File: src/rtl/stp_pkg.sv
// Shared constants and helpers for the stop-watch/timer time-field datapath.
package stp_pkg;

   localparam int STP_MOD_SEC = 60;
   localparam int STP_MOD_MIN = 60;
   localparam int STP_MOD_HR  = 24;
   localparam int STP_FIELD_W = 8;
   localparam int STP_HR_HALF = 12;

   // Two-digit BCD of a 0..99 binary value: tens in [7:4], units in [3:0].
   function automatic logic [7:0] stp_to_bcd(input logic [6:0] bin);
      return {4'(bin / 7'd10), 4'(bin % 7'd10)};
   endfunction

endpackage

File: src/rtl/stp_count_mod_if.sv
// Control/status bundle for one modulo-N time-field counter.
interface stp_count_mod_if #(
   parameter int WIDTH = 8
);
   logic             clear;
   logic             hold;
   logic             load;
   logic [WIDTH-1:0] load_val;
   logic             count_up;
   logic             count_dn;
   logic             mode_12h;
   logic [WIDTH-1:0] value;
   logic             carry;
   logic             borrow;
   logic             load_err;
   logic [WIDTH-1:0] disp_val;
   logic [7:0]       disp_bcd;
   logic             pm;

   modport master (
      output clear, hold, load, load_val, count_up, count_dn, mode_12h,
      input  value, carry, borrow, load_err, disp_val, disp_bcd, pm
   );

   modport slave (
      input  clear, hold, load, load_val, count_up, count_dn, mode_12h,
      output value, carry, borrow, load_err, disp_val, disp_bcd, pm
   );
endinterface

File: src/rtl/stp_bin2bcd.sv
// Combinational 0..99 binary to two-digit BCD converter for the display path.
module stp_bin2bcd
   import stp_pkg::*;
#(
   parameter int IN_W = 8
) (
   input  logic [IN_W-1:0] bin,
   output logic [7:0]      bcd
);

   assign bcd = stp_to_bcd(7'(bin));

endmodule

File: src/rtl/stp_count_mod.sv
// Modulo-N up/down time-field counter with hold/clear/preset, wrap pulses for
// cascading, and a BCD display value with an optional 12-hour view.
module stp_count_mod
   import stp_pkg::*;
#(
   parameter int MODULUS   = STP_MOD_HR,
   parameter int WIDTH     = STP_FIELD_W,
   parameter int HOUR_MODE = 1
) (
   input logic           CLK,
   input logic           rst,
   stp_count_mod_if.slave bus
);

   localparam logic [WIDTH-1:0] MAX  = WIDTH'(MODULUS - 1);
   localparam logic [WIDTH-1:0] HALF = WIDTH'(STP_HR_HALF);

   if (MODULUS < 2 || MODULUS > 99) begin : g_bad_modulus
      $error("stp_count_mod: MODULUS must be within 2..99");
   end
   if ((64'd1 << WIDTH) < 64'(MODULUS)) begin : g_bad_width
      $error("stp_count_mod: WIDTH too narrow for MODULUS");
   end
   if (HOUR_MODE == 1 && MODULUS != 24) begin : g_bad_hour
      $error("stp_count_mod: HOUR_MODE=1 requires MODULUS=24");
   end

   logic [WIDTH-1:0] value_q;
   logic             carry_q;
   logic             borrow_q;
   logic             load_err_q;
   logic [WIDTH-1:0] disp_val;
   logic             pm;

   // Pulses default low every cycle so each lasts exactly one cycle.
   always_ff @(posedge CLK) begin
      carry_q    <= 1'b0;
      borrow_q   <= 1'b0;
      load_err_q <= 1'b0;
      if (rst || bus.clear) begin
         value_q <= '0;
      end else if (bus.load) begin
         if (bus.load_val > MAX) begin
            value_q    <= MAX;
            load_err_q <= 1'b1;
         end else begin
            value_q <= bus.load_val;
         end
      end else if (!bus.hold && (bus.count_up != bus.count_dn)) begin
         if (bus.count_up) begin
            if (value_q == MAX) begin
               value_q <= '0;
               carry_q <= 1'b1;
            end else begin
               value_q <= value_q + WIDTH'(1);
            end
         end else begin
            if (value_q == '0) begin
               value_q  <= MAX;
               borrow_q <= 1'b1;
            end else begin
               value_q <= value_q - WIDTH'(1);
            end
         end
      end
   end

   // 12-hour view: 0 shows as 12, 13..23 fold down by 12.
   always_comb begin
      disp_val = value_q;
      pm       = 1'b0;
      if (HOUR_MODE == 1) begin
         pm = (value_q >= HALF);
         if (bus.mode_12h) begin
            if (value_q == '0)
               disp_val = HALF;
            else if (value_q > HALF)
               disp_val = value_q - HALF;
         end
      end
   end

   stp_bin2bcd #(.IN_W(WIDTH)) u_bcd (
      .bin (disp_val),
      .bcd (bus.disp_bcd)
   );

   assign bus.value    = value_q;
   assign bus.carry    = carry_q;
   assign bus.borrow   = borrow_q;
   assign bus.load_err = load_err_q;
   assign bus.disp_val = disp_val;
   assign bus.pm       = pm;

endmodule

File: src/flat_wrapper.sv
// flat-port wrapper written by rule: the top's interface ports become plain ports
module stp_count_mod_flat import stp_pkg::*;
#(
   parameter int MODULUS   = STP_MOD_HR,
   parameter int WIDTH     = STP_FIELD_W,
   parameter int HOUR_MODE = 1
)
  (CLK, rst, bus_clear, bus_hold, bus_load, bus_load_val, bus_count_up, bus_count_dn, bus_mode_12h, bus_value, bus_carry, bus_borrow, bus_load_err, bus_disp_val, bus_disp_bcd, bus_pm);
  stp_count_mod_if #(.WIDTH(WIDTH)) bus_i ();
  input logic CLK;
  input logic rst;
  input wire logic [$bits(bus_i.clear)-1:0] bus_clear;
  input wire logic [$bits(bus_i.hold)-1:0] bus_hold;
  input wire logic [$bits(bus_i.load)-1:0] bus_load;
  input wire logic [$bits(bus_i.load_val)-1:0] bus_load_val;
  input wire logic [$bits(bus_i.count_up)-1:0] bus_count_up;
  input wire logic [$bits(bus_i.count_dn)-1:0] bus_count_dn;
  input wire logic [$bits(bus_i.mode_12h)-1:0] bus_mode_12h;
  output wire logic [$bits(bus_i.value)-1:0] bus_value;
  output wire logic [$bits(bus_i.carry)-1:0] bus_carry;
  output wire logic [$bits(bus_i.borrow)-1:0] bus_borrow;
  output wire logic [$bits(bus_i.load_err)-1:0] bus_load_err;
  output wire logic [$bits(bus_i.disp_val)-1:0] bus_disp_val;
  output wire logic [$bits(bus_i.disp_bcd)-1:0] bus_disp_bcd;
  output wire logic [$bits(bus_i.pm)-1:0] bus_pm;
  assign bus_i.clear = bus_clear;
  assign bus_i.hold = bus_hold;
  assign bus_i.load = bus_load;
  assign bus_i.load_val = bus_load_val;
  assign bus_i.count_up = bus_count_up;
  assign bus_i.count_dn = bus_count_dn;
  assign bus_i.mode_12h = bus_mode_12h;
  assign bus_value = bus_i.value;
  assign bus_carry = bus_i.carry;
  assign bus_borrow = bus_i.borrow;
  assign bus_load_err = bus_i.load_err;
  assign bus_disp_val = bus_i.disp_val;
  assign bus_disp_bcd = bus_i.disp_bcd;
  assign bus_pm = bus_i.pm;
  stp_count_mod #(.MODULUS(MODULUS), .WIDTH(WIDTH), .HOUR_MODE(HOUR_MODE)) u_core (.CLK(CLK), .rst(rst), .bus(bus_i));
endmodule
File: config.mk
export PLATFORM = sky130hd
export DESIGN_NAME = stp_count_mod_flat
export DESIGN_NICKNAME = d
export VERILOG_FILES = /design/src/rtl/stp_pkg.sv /design/src/rtl/stp_count_mod_if.sv /design/src/rtl/stp_bin2bcd.sv /design/src/rtl/stp_count_mod.sv /design/src/flat_wrapper.sv
export SDC_FILE = /design/constraint.sdc
export NUM_CORES = 1
export LEC_CHECK = 0
export CAP_MARGIN = 20
export CORE_UTILIZATION = 44
export CTS_CLUSTER_DIAMETER = 80
export CTS_CLUSTER_SIZE = 10
export DETAILED_ROUTE_END_ITERATION = 8
export GPL_TIMING_DRIVEN = 0
export PLACE_DENSITY = 0.78
export REMOVE_ABC_BUFFERS = 1
export SYNTH_ARGS = -nofsm -noshare
export SYNTH_HDL_FRONTEND = slang
export SYNTH_SLANG_ARGS = --single-unit
File: constraint.sdc
create_clock -name CLK -period 8 [get_ports CLK]
set_clock_uncertainty 0.1 [all_clocks]
set_input_delay 2 -clock CLK [delete_from_list [all_inputs] [get_ports CLK]]
set_output_delay 2 -clock CLK [all_outputs]
set_load 0.03 [all_outputs]
# --- After elaboration in Yosys (flattened, before gate mapping) ---
# Index checks and enable logic that the tools add are counted.
word_totals:
  regBits: 11
  output_inout_bits: 28
  in_bits: 16
  word_cells: 37
op_classes:
  mux: 12
  n_addsub: 3
  n_reduce_logical: 8
  bitwise_logic: 3
  eq_ne: 2
  n_div: 2
  magnitude_cmp: 3
op_table:
  columns: ["cell", "n"]
  rows:
  - ["$mux W8", 9]
  - ["$add A8 B1 Y8 const B", 1]
  - ["$eq A8 B5 Y1 const B", 1]
  - ["$ge A8 B4 Y1 const B", 1]
  - ["$gt A8 B4 Y1 const B", 1]
  - ["$gt A8 B5 Y1 const B", 1]
  - ["$logic_not A8 Y1", 1]
  - ["$reduce_or A4 Y1", 2]
  - ["$sub A8 B1 Y8 const B", 1]
  - ["$sub A8 B4 Y8 const B", 1]
  - ["$div A7 B4 Y7 const B", 1]
  - ["$mod A7 B4 Y7 const B", 1]
  - ["$mux W1", 3]
  - ["$not A1 Y1", 3]
  - ["$reduce_bool A2 Y1", 1]
  - ["$reduce_or A2 Y1", 1]
  - ["$logic_and A1 B1 Y1", 1]
  - ["$logic_not A1 Y1", 1]
  - ["$logic_or A1 B1 Y1", 1]
  - ["$ne A1 B1 Y1", 1]

# --- Depth between registers and ports, before layout ---
# Gate-level depths: netlist of run 1.
depth:
  ltp_word: 5
  ltp_mapped: 23
  depth_no_buf: 22

# --- By module ---
# Synthesis of run 1 repeated with hierarchy kept, for this count alone.
unflattened:
  hier_cells: 190
  area_unflattened_um2: 1465.2
by_module_without_submodules:
  columns: ["mod", "seq_area_each_um2", "area_per_inst_um2", "cells_per_inst", "n_inst"]
  rows:
  - ["stp_count_mod", 220.2, 1031.0, 134, 1]
  - ["stp_bin2bcd", 0.0, 434.2, 56, 1]

# --- Worst setup path after synthesis of run 1 ---
# No wires, ideal clock.
synth_path:
  path_kind: "input to output"
  from: "input bus_mode_12h"
  to: "output bus_disp_bcd[1]"
  path_stages: 20
  n_path_buf: 0
  t_required_ns: 5.900
  slack_ns: -1.789
  arrival_time_ns: 7.689
  cell_sequence: "nor4b_1 > mux2i_2 > clkinv_1 > a21oi_2 > a21oi_1 > o21ai_0 > xnor2_1 > ha_1 > a21boi_0 > nor2_1 > o21ai_0 > o22ai_1 > a211o_1 > xnor2_1 > ha_1 > inv_1 > a41o_1 > or4_1 > a21o_1 > xnor2_2"
synth_via:
  elab_chain_cells: 2
synth_rtl:
  columns: ["element", "line", "source"]
  rows:
  - ["start: declaration", "flat_wrapper.sv:18", "input wire logic [$bits(bus_i.mode_12h)-1:0] bus_mode_12h;"]
  - ["$mux W8", "stp_count_mod.sv:74", "if (bus.mode_12h) begin"]
  - ["via bus_disp_val[6]", "flat_wrapper.sv:23", "output wire logic [$bits(bus_i.disp_val)-1:0] bus_disp_val;"]
  - ["$mod A7 B4 Y7", "stp_pkg.sv:12", "return {4'(bin / 7'd10), 4'(bin % 7'd10)};"]
  - ["end: declaration", "flat_wrapper.sv:24", "output wire logic [$bits(bus_i.disp_bcd)-1:0] bus_disp_bcd;"]
# The timed path passes the listed nets, and every way through them passes these cells.

# --- Worst setup path after layout of run 1 ---
layout_path:
  from: "input bus_mode_12h"
  to: "output bus_disp_bcd[1]"
layout_via:
  elab_chain_cells: 2
layout_rtl:
  columns: ["element", "line"]
  rows:
  - ["$mux W8", "stp_count_mod.sv:74"]
  - ["$mod A7 B4 Y7", "stp_pkg.sv:12"]
# Every way passes these cells.

==> results of run 1 <==
==> final cells by class <==
type | count | area (µm²) | area share (%)
clock buffers | 3 | 22.5 | 1.01
multi-input cells | 179 | 1310 | 58.4
clock inverters | 1 | 5.00 | 0.223
repair buffers | 59 | 572 | 25.5
inverters | 14 | 53.8 | 2.40
well taps | 46 | 57.6 | 2.57
flip-flops and latches | 11 | 220 | 9.83
==> worst min-delay path: stages (launching register included) <==
cell,delay (ns)
dfxtp_1,0.38
nand2_1,0.10
a31oi_1,0.07
==> repair_timing <==
action                                  4_1_cts  5_1_grt
hold buffers                                  0        0
pin swaps                                     8        4
endpoints found under the setup margin        5        4
buffers inserted                              9        7
gates cloned                                  0        0
resized for setup                            39        9
==> path summary, 6_finish.rpt <==
path	slack, ns	depth (start not counted)	endpoint	from
hold / removal	0.49	2	u_core.bus.value[0]	u_core.bus.value[0]
setup / recovery	-0.13	21	bus_disp_bcd[1]	bus_mode_12h
setup reg to reg	5.23	7	u_core.bus.value[3]	u_core.bus.value[4]
hold reg to reg	0.49	2	u_core.bus.value[0]	u_core.bus.value[0]
==> cells in the final DEF, fill, tap and decap left out, types with 3 or more instances in the layout <==
cell type | synthesis | final
nand2b_1 | 5 | 5
xnor2_1 | 5 | 3
ha_1 | 10 | 8
inv_1 | 12 | 11
o211ai_1 | 5 | 5
nand2_1 | 23 | 23
nand3_1 | 8 | 7
a31oi_1 | 7 | 7
xnor2_2 | 1 | 3
clkbuf_4 | 0 | 3
dfxtp_1 | 11 | 11
xor2_1 | 3 | 3
clkdlybuf4s50_1 | 0 | 38
a22o_1 | 3 | 3
buf_6 | 0 | 3
nor2b_1 | 3 | 3
or4_1 | 3 | 3
nor2_1 | 17 | 16
o21ai_0 | 14 | 12
a21o_1 | 3 | 3
nor3_1 | 7 | 7
a21oi_1 | 13 | 12
buf_4 | 2 | 15
==> kinds of logic after synthesis <==
family / after synthesis / share of synthesized area [%]
AO/OA/AOI/OAI: 75 / 34.7
XOR/XNOR: 9 / 5.63
adder cells (fa/ha/maj): 10 / 8.16
buffers and inverters: 24 / 6.44
flip-flops: 11 / 14.4
multiplexers: 2 / 1.63
AND/OR/NAND/NOR: 83 / 29.0
==> power by group <==
| part | switching [mW] | internal, mW | leakage, nW | total (mW) |
|---|---|---|---|---|
| clock network | 0.0229 | 0.0186 | 0.0177 | 0.0415 |
| logic | 0.0884 | 0.0718 | 0.823 | 0.160 |
| registers | 0.00418 | 0.0563 | 0.0894 | 0.0604 |
==> registers in the layout, indices dropped and copies added (netlist names) <==
name / flops
u_core.bus.borrow: 1
u_core.bus.carry: 1
u_core.bus.load_err: 1
u_core.bus.value: 8
==> routing by layer <==
metal  wire (µm)  track usage (%)  vias to the layer above
li1            -                -                      905
met1        2290             39.5                      892
met2        2390             40.7                      101
met3         318             3.15                        0
met4           0             3.25                        0
met5           0                0                        -
==> metrics by stage <==
step / instance area [µm²] / utilization [%] / cells / setup TNS [ns]
final: 2240 / 67.1 / 313 / -0.204
after global routing: 2240 / 67.1 / 313 / -0.475
after CTS: 2160 / 64.6 / 306 / 0
after detailed placement: 1980 / 59.2 / 293 / -8.98
after global placement: 1980 / 59.2 / 293 / -9.21
after floorplan: 1490 / - / 204 / -5.24
==> impl_metrics.yaml, run 1 <==
global_routing:
  grt_pass1_vias: 1553
  antenna_found_initial: 0
  grt_util_all_layers_pct: 26.1
  grt_pass1_wl_mm: 7.41
  grt_max_degree: 20
  overflow: 0
worst_hold_path:
  hold_path_class: "reg2reg"
synthesis:
  synth_warnings: 0
  synth_edf_count: 0
  yosysSeqAreaShare_pct: 14.4
  postSynthCellCount: 214
  synth_most_common_cell: "nand2_1"
  synth_area_leaders: "dfxtp_1 14%, ha_1 8.2%, nand2_1 5.6%"
  async_reset_ff_share_pct: 0
  synth.distinct_cells: 61
  synth_common_cells: "23 x nand2_1, 17 x nor2_1, 14 x o21ai_0"
  synth_area_um2: 1530
  synth-seq-cells: 11
  netlist.top_cell.by_area: "dfxtp_1"
  synth_ff_type: "dfxtp_1"
  avgSynthCellArea_um2: 7.17
  yosys.area.top_type_share_pct: 14.4
pwr:
  power_mw: 0.262
  p_leak_nw: 0.930
  p_per_area_nw_per_um2: 117
  ir_drop_uv: 89.2
die:
  core_um2: 3340
  die_w_um: 61.0
  die_area_um2: 3730
  die_h_um: 61.0
  rows: 21
  start_util_pct: 46.0
  ios: 44
detailed_routing:
  vias: 1898
  ant_nets: 0
  vias_per_cell: 6.06
  drc_errors: 0
  wl_per_cell_um: 15.9
  wl_mm: 4.99
  drt_iter0_drc: 115
  firstDrtPassIters: 5
cells_and_area:
  area.growth.synth_to_final_pct: 46.0
  final_net_count: 294
  n_antenna_cell: 0
  drive_gt1_share_pct: 18.4
  fill_cells: 295
timing:
  timing.final.ws_setup_ns: -0.128
  hold_viol_final: 0
  fin_crit_ns: 8.13
  tightest_slew_ns: 0.940
  post-route-period-util_pct: 102
  rsz0062_at_grt: "yes"
  fmax_mhz: 123
  whs_ns: 0.488
  slew_headroom_pct: 36.9
  setup_viol: 2
  final_max_slew_viol_count: 0
worst_setup_path:
  crit_chain: "buf_12 > nor4b_4 > mux2i_2 > clkinv_2 > a21oi_4 > a21oi_2 > o21ai_2 > xnor2_2 > ha_2 > a21boi_4 > a211o_1 > o22ai_4 > a211o_1 > xnor2_2 > ha_2 > inv_2 > a41o_1 > or4_1 > a21o_1 > xnor2_2 > buf_6"
  cp_top_family: "compound AO/OA/AOI/OAI gates"
  cp-start-kind: "primary input"
  path_buf_inv: 4
  critPathMostFrequentCell: "xnor2_2"
  slowest_delay_ns: 0.40
  crit_slowest_cell: "or4_1"
  crit_type: "in2out"
  endpoint_kind: "output pin"
  worst_ep_required_time_ns: 5.90
  cp_max_fo: 4
  cp.arrival_ns: 6.03
placement:
  post-place-ws_ns: -2.45
  place_hpwl_mm: 3.24
  numPortBuffers: 43
  place_congestion: 0.912
clocking:
  root_buffer: "clkbuf_4"
  tritoncts: "yes"
  clkSinkCount: 11
  clk_path_buf_depth: 2
  insertion_delay_ns: 0.28
  clk_pin_slew_ns: 0.09
  clock_tree.htree_level_count: 1
  cts_buffers: 3
run:
  max_cap_viol_count: 0
status:
  status: "finished with violations"
  violations: "negative setup slack"
Power figures use the tool's default switching activity.
==> run 2: changes to the inputs <==
--- a/config.mk
+++ b/config.mk
@@ -6,12 +6,15 @@
 export NUM_CORES = 1
 export LEC_CHECK = 0
 export CAP_MARGIN = 20
-export CORE_UTILIZATION = 44
+export CELL_PAD_IN_SITES_DETAIL_PLACEMENT = 1
+export CELL_PAD_IN_SITES_GLOBAL_PLACEMENT = 1
+export CORE_UTILIZATION = 31
 export CTS_CLUSTER_DIAMETER = 80
 export CTS_CLUSTER_SIZE = 10
 export DETAILED_ROUTE_END_ITERATION = 8
 export GPL_TIMING_DRIVEN = 0
-export PLACE_DENSITY = 0.78
+export MAX_ROUTING_LAYER = met4
+export PLACE_DENSITY_LB_ADDON = 0.1
 export REMOVE_ABC_BUFFERS = 1
 export SYNTH_ARGS = -nofsm -noshare
 export SYNTH_HDL_FRONTEND = slang
==> run 2 against run 1 <==
- the run still ends with negative setup slack left
- worst setup slack lost 0.038 ns
- non-clock buffer count rose by 1
- first-iteration DRC count shrank 48%
- sequential power is essentially flat
- power increased by 8.5%
- largest power group unchanged
- highest routed layer is now met4
==> impl_metrics.yaml, run 2 (synthesis results as in run 1) <==
status:
  status: "finished with violations"
  violations: "negative setup slack"
worst_setup_path:
  crit_slowest_cell: "or4_4"
  crit_type: "in2out"
  cp_max_fo: 4
  r2r_cells: 7
  slowest_delay_ns: 0.42
  rrSetupSlack_ns: 5.15
  cp-start-kind: "primary input"
  endpoint_kind: "output pin"
  critPathMostFrequentCell: "xnor2_2"
  rr_startpoint: "u_core.bus.value[4]"
  worst_ep_required_time_ns: 5.90
  crit_chain: "buf_8 > nor4b_4 > mux2i_2 > clkinv_2 > a21oi_4 > a21oi_2 > o21ai_2 > xnor2_2 > ha_2 > a21boi_4 > nor2_2 > o21ai_2 > o22ai_2 > a211o_1 > xnor2_2 > ha_2 > inv_2 > a41o_1 > or4_4 > a21o_1 > xnor2_2 > buf_6"
  timing.rr.end: "u_core.bus.value[3]"
  cp.arrival_ns: 6.07
placement:
  place_hpwl_mm: 3.75
  place_congestion: 0.846
  placed_cells: 314
  post-place-ws_ns: -2.54
  numPortBuffers: 43
clocking:
  root_buffer: "clkbuf_8"
  clk_path_buf_depth: 2
  tritoncts: "yes"
  clock_tree.htree_level_count: 1
  clkSinkCount: 11
  cts_buffers: 3
  insertion_delay_ns: 0.25
  clk_pin_slew_ns: 0.06
  hold_buffers: 0
detailed_routing:
  wl_per_cell_um: 16.3
  ant_nets: 0
  drc_errors: 0
  vias: 1830
  drt_iter0_drc: 60
  wl_mm: 5.47
  firstDrtPassIters: 4
  vias_per_cell: 5.46
cells_and_area:
  layout_commonest_cell: "clkdlybuf4s50_1"
  largest_reg_flops: 8
  final_cell_mix: "38 x clkdlybuf4s50_1, 23 x nand2_1, 16 x nor2_1, 16 x buf_4"
  drive_gt1_share_pct: 19.4
  n_antenna_cell: 0
  final_util_pct: 48.0
  area.growth.synth_to_final_pct: 48.8
  stdcell_count: 335
  final_net_count: 295
global_routing:
  grt_max_degree: 20
  overflow: 0
  grt_pass1_vias: 1785
  grt_pass1_wl_mm: 8.89
  antenna_found_initial: 0
  grt_util_all_layers_pct: 21.9
die:
  rows: 25
  die_area_um2: 5230
  core_um2: 4750
  die_w_um: 72.3
  ios: 44
  start_util_pct: 32.3
  die_h_um: 72.3
timing:
  tightest_slew_ns: 0.868
  slew_headroom_pct: 41.7
  fmax_mhz: 122
  post-route-period-util_pct: 102
  tns_ns: -0.283
  final_max_slew_viol_count: 0
  hold_viol_final: 0
  timing.final.ws_setup_ns: -0.167
  setup_viol: 2
  rsz0062_at_grt: "yes"
  whs_ns: 0.455
  fin_crit_ns: 8.17
worst_hold_path:
  hold_depth: 2
  min-delay-start: "u_core.bus.value[0]"
  hold_path_class: "reg2reg"
  hold_end: "u_core.bus.value[0]"
pwr:
  p_per_area_nw_per_um2: 125
  ir_drop_uv: 76.8
  p_leak_nw: 0.932
run:
  max_cap_viol_count: 0
==> run 2: layer usage <==
layer  vias up  part of all wire (%)  GRT usage, %  routed length [µm]
met5         -                     0             -                   0
met1       888                    50          31.1                2740
met3         2                   3.3          3.06                 179
met2        37                    46          34.6                2530
met4         0                  0.26          1.31                  14
li1        903                     -             -                   -
==> run 2: cell type report <==
cell class | instances | area [µm²]
fillers | 607 | 2470
multi-input cells | 179 | 1310
repair buffers | 60 | 567
flip-flops and latches | 11 | 220
well taps | 67 | 83.8
inverters | 14 | 53.8
clock buffers | 3 | 41.3
clock inverters | 1 | 5.00
==> run 2: power breakdown <==
part	leakage (nW)	switching, mW	internal (mW)
sequential	0.0894	0.00423	0.0564
clock	0.0255	0.0244	0.0344
combinational	0.817	0.0906	0.0746
==> run 2: metrics by stage <==
stage,cell area [µm²],power [mW]
2_1_floorplan,1490,0.151
3_3_place_gp,2000,0.200
3_5_place_dp,2000,0.200
4_1_cts,2220,0.276
5_1_grt,2280,0.302
6_report,2280,0.285
==> run 2: what timing repair did <==
action,in CTS,in global routing
endpoints found under the setup margin,5,4
gates resized for setup,41,8
buffers inserted,12,5
pin swaps,7,8
==> run 2: how the worst max path moves through the flow <==
| stage | end | cells after the start | startpoint |
|---|---|---|---|
| 2_1_floorplan | bus_disp_bcd[1] | 20 | bus_mode_12h |
| 3_3_place_gp | bus_disp_bcd[1] | 22 | bus_mode_12h |
| 3_5_place_dp | bus_disp_bcd[1] | 22 | bus_mode_12h |
| 4_1_cts | bus_disp_bcd[1] | 22 | bus_mode_12h |
| 5_1_grt | bus_disp_bcd[1] | 22 | bus_mode_12h |
| 6_report | bus_disp_bcd[1] | 22 | bus_mode_12h |
==> run 2: critical path, delay by kind of cell <==
kind | cells | cell delay [ns]
multiplexers | 1 | 0.37
AO/OA/AOI/OAI | 9 | 1.63
buffers and inverters | 4 | 0.47
adder cells (fa/ha/maj) | 2 | 0.43
AND/OR/NAND/NOR | 3 | 0.70
XOR/XNOR | 3 | 0.46
==> run 3: changes to the inputs <==
--- a/config.mk
+++ b/config.mk
@@ -9,6 +9,7 @@
 export CELL_PAD_IN_SITES_DETAIL_PLACEMENT = 1
 export CELL_PAD_IN_SITES_GLOBAL_PLACEMENT = 1
 export CORE_UTILIZATION = 31
+export CTS_BUF_LIST = sky130_fd_sc_hd__clkbuf_8
 export CTS_CLUSTER_DIAMETER = 80
 export CTS_CLUSTER_SIZE = 10
 export DETAILED_ROUTE_END_ITERATION = 8
@@ -16,6 +17,7 @@
 export MAX_ROUTING_LAYER = met4
 export PLACE_DENSITY_LB_ADDON = 0.1
 export REMOVE_ABC_BUFFERS = 1
+export SKIP_LAST_GASP = 1
 export SYNTH_ARGS = -nofsm -noshare
 export SYNTH_HDL_FRONTEND = slang
 export SYNTH_SLANG_ARGS = --single-unit
==> results of run 3 <==
The final DEF is identical to that of run 2; final timing and power are the same.
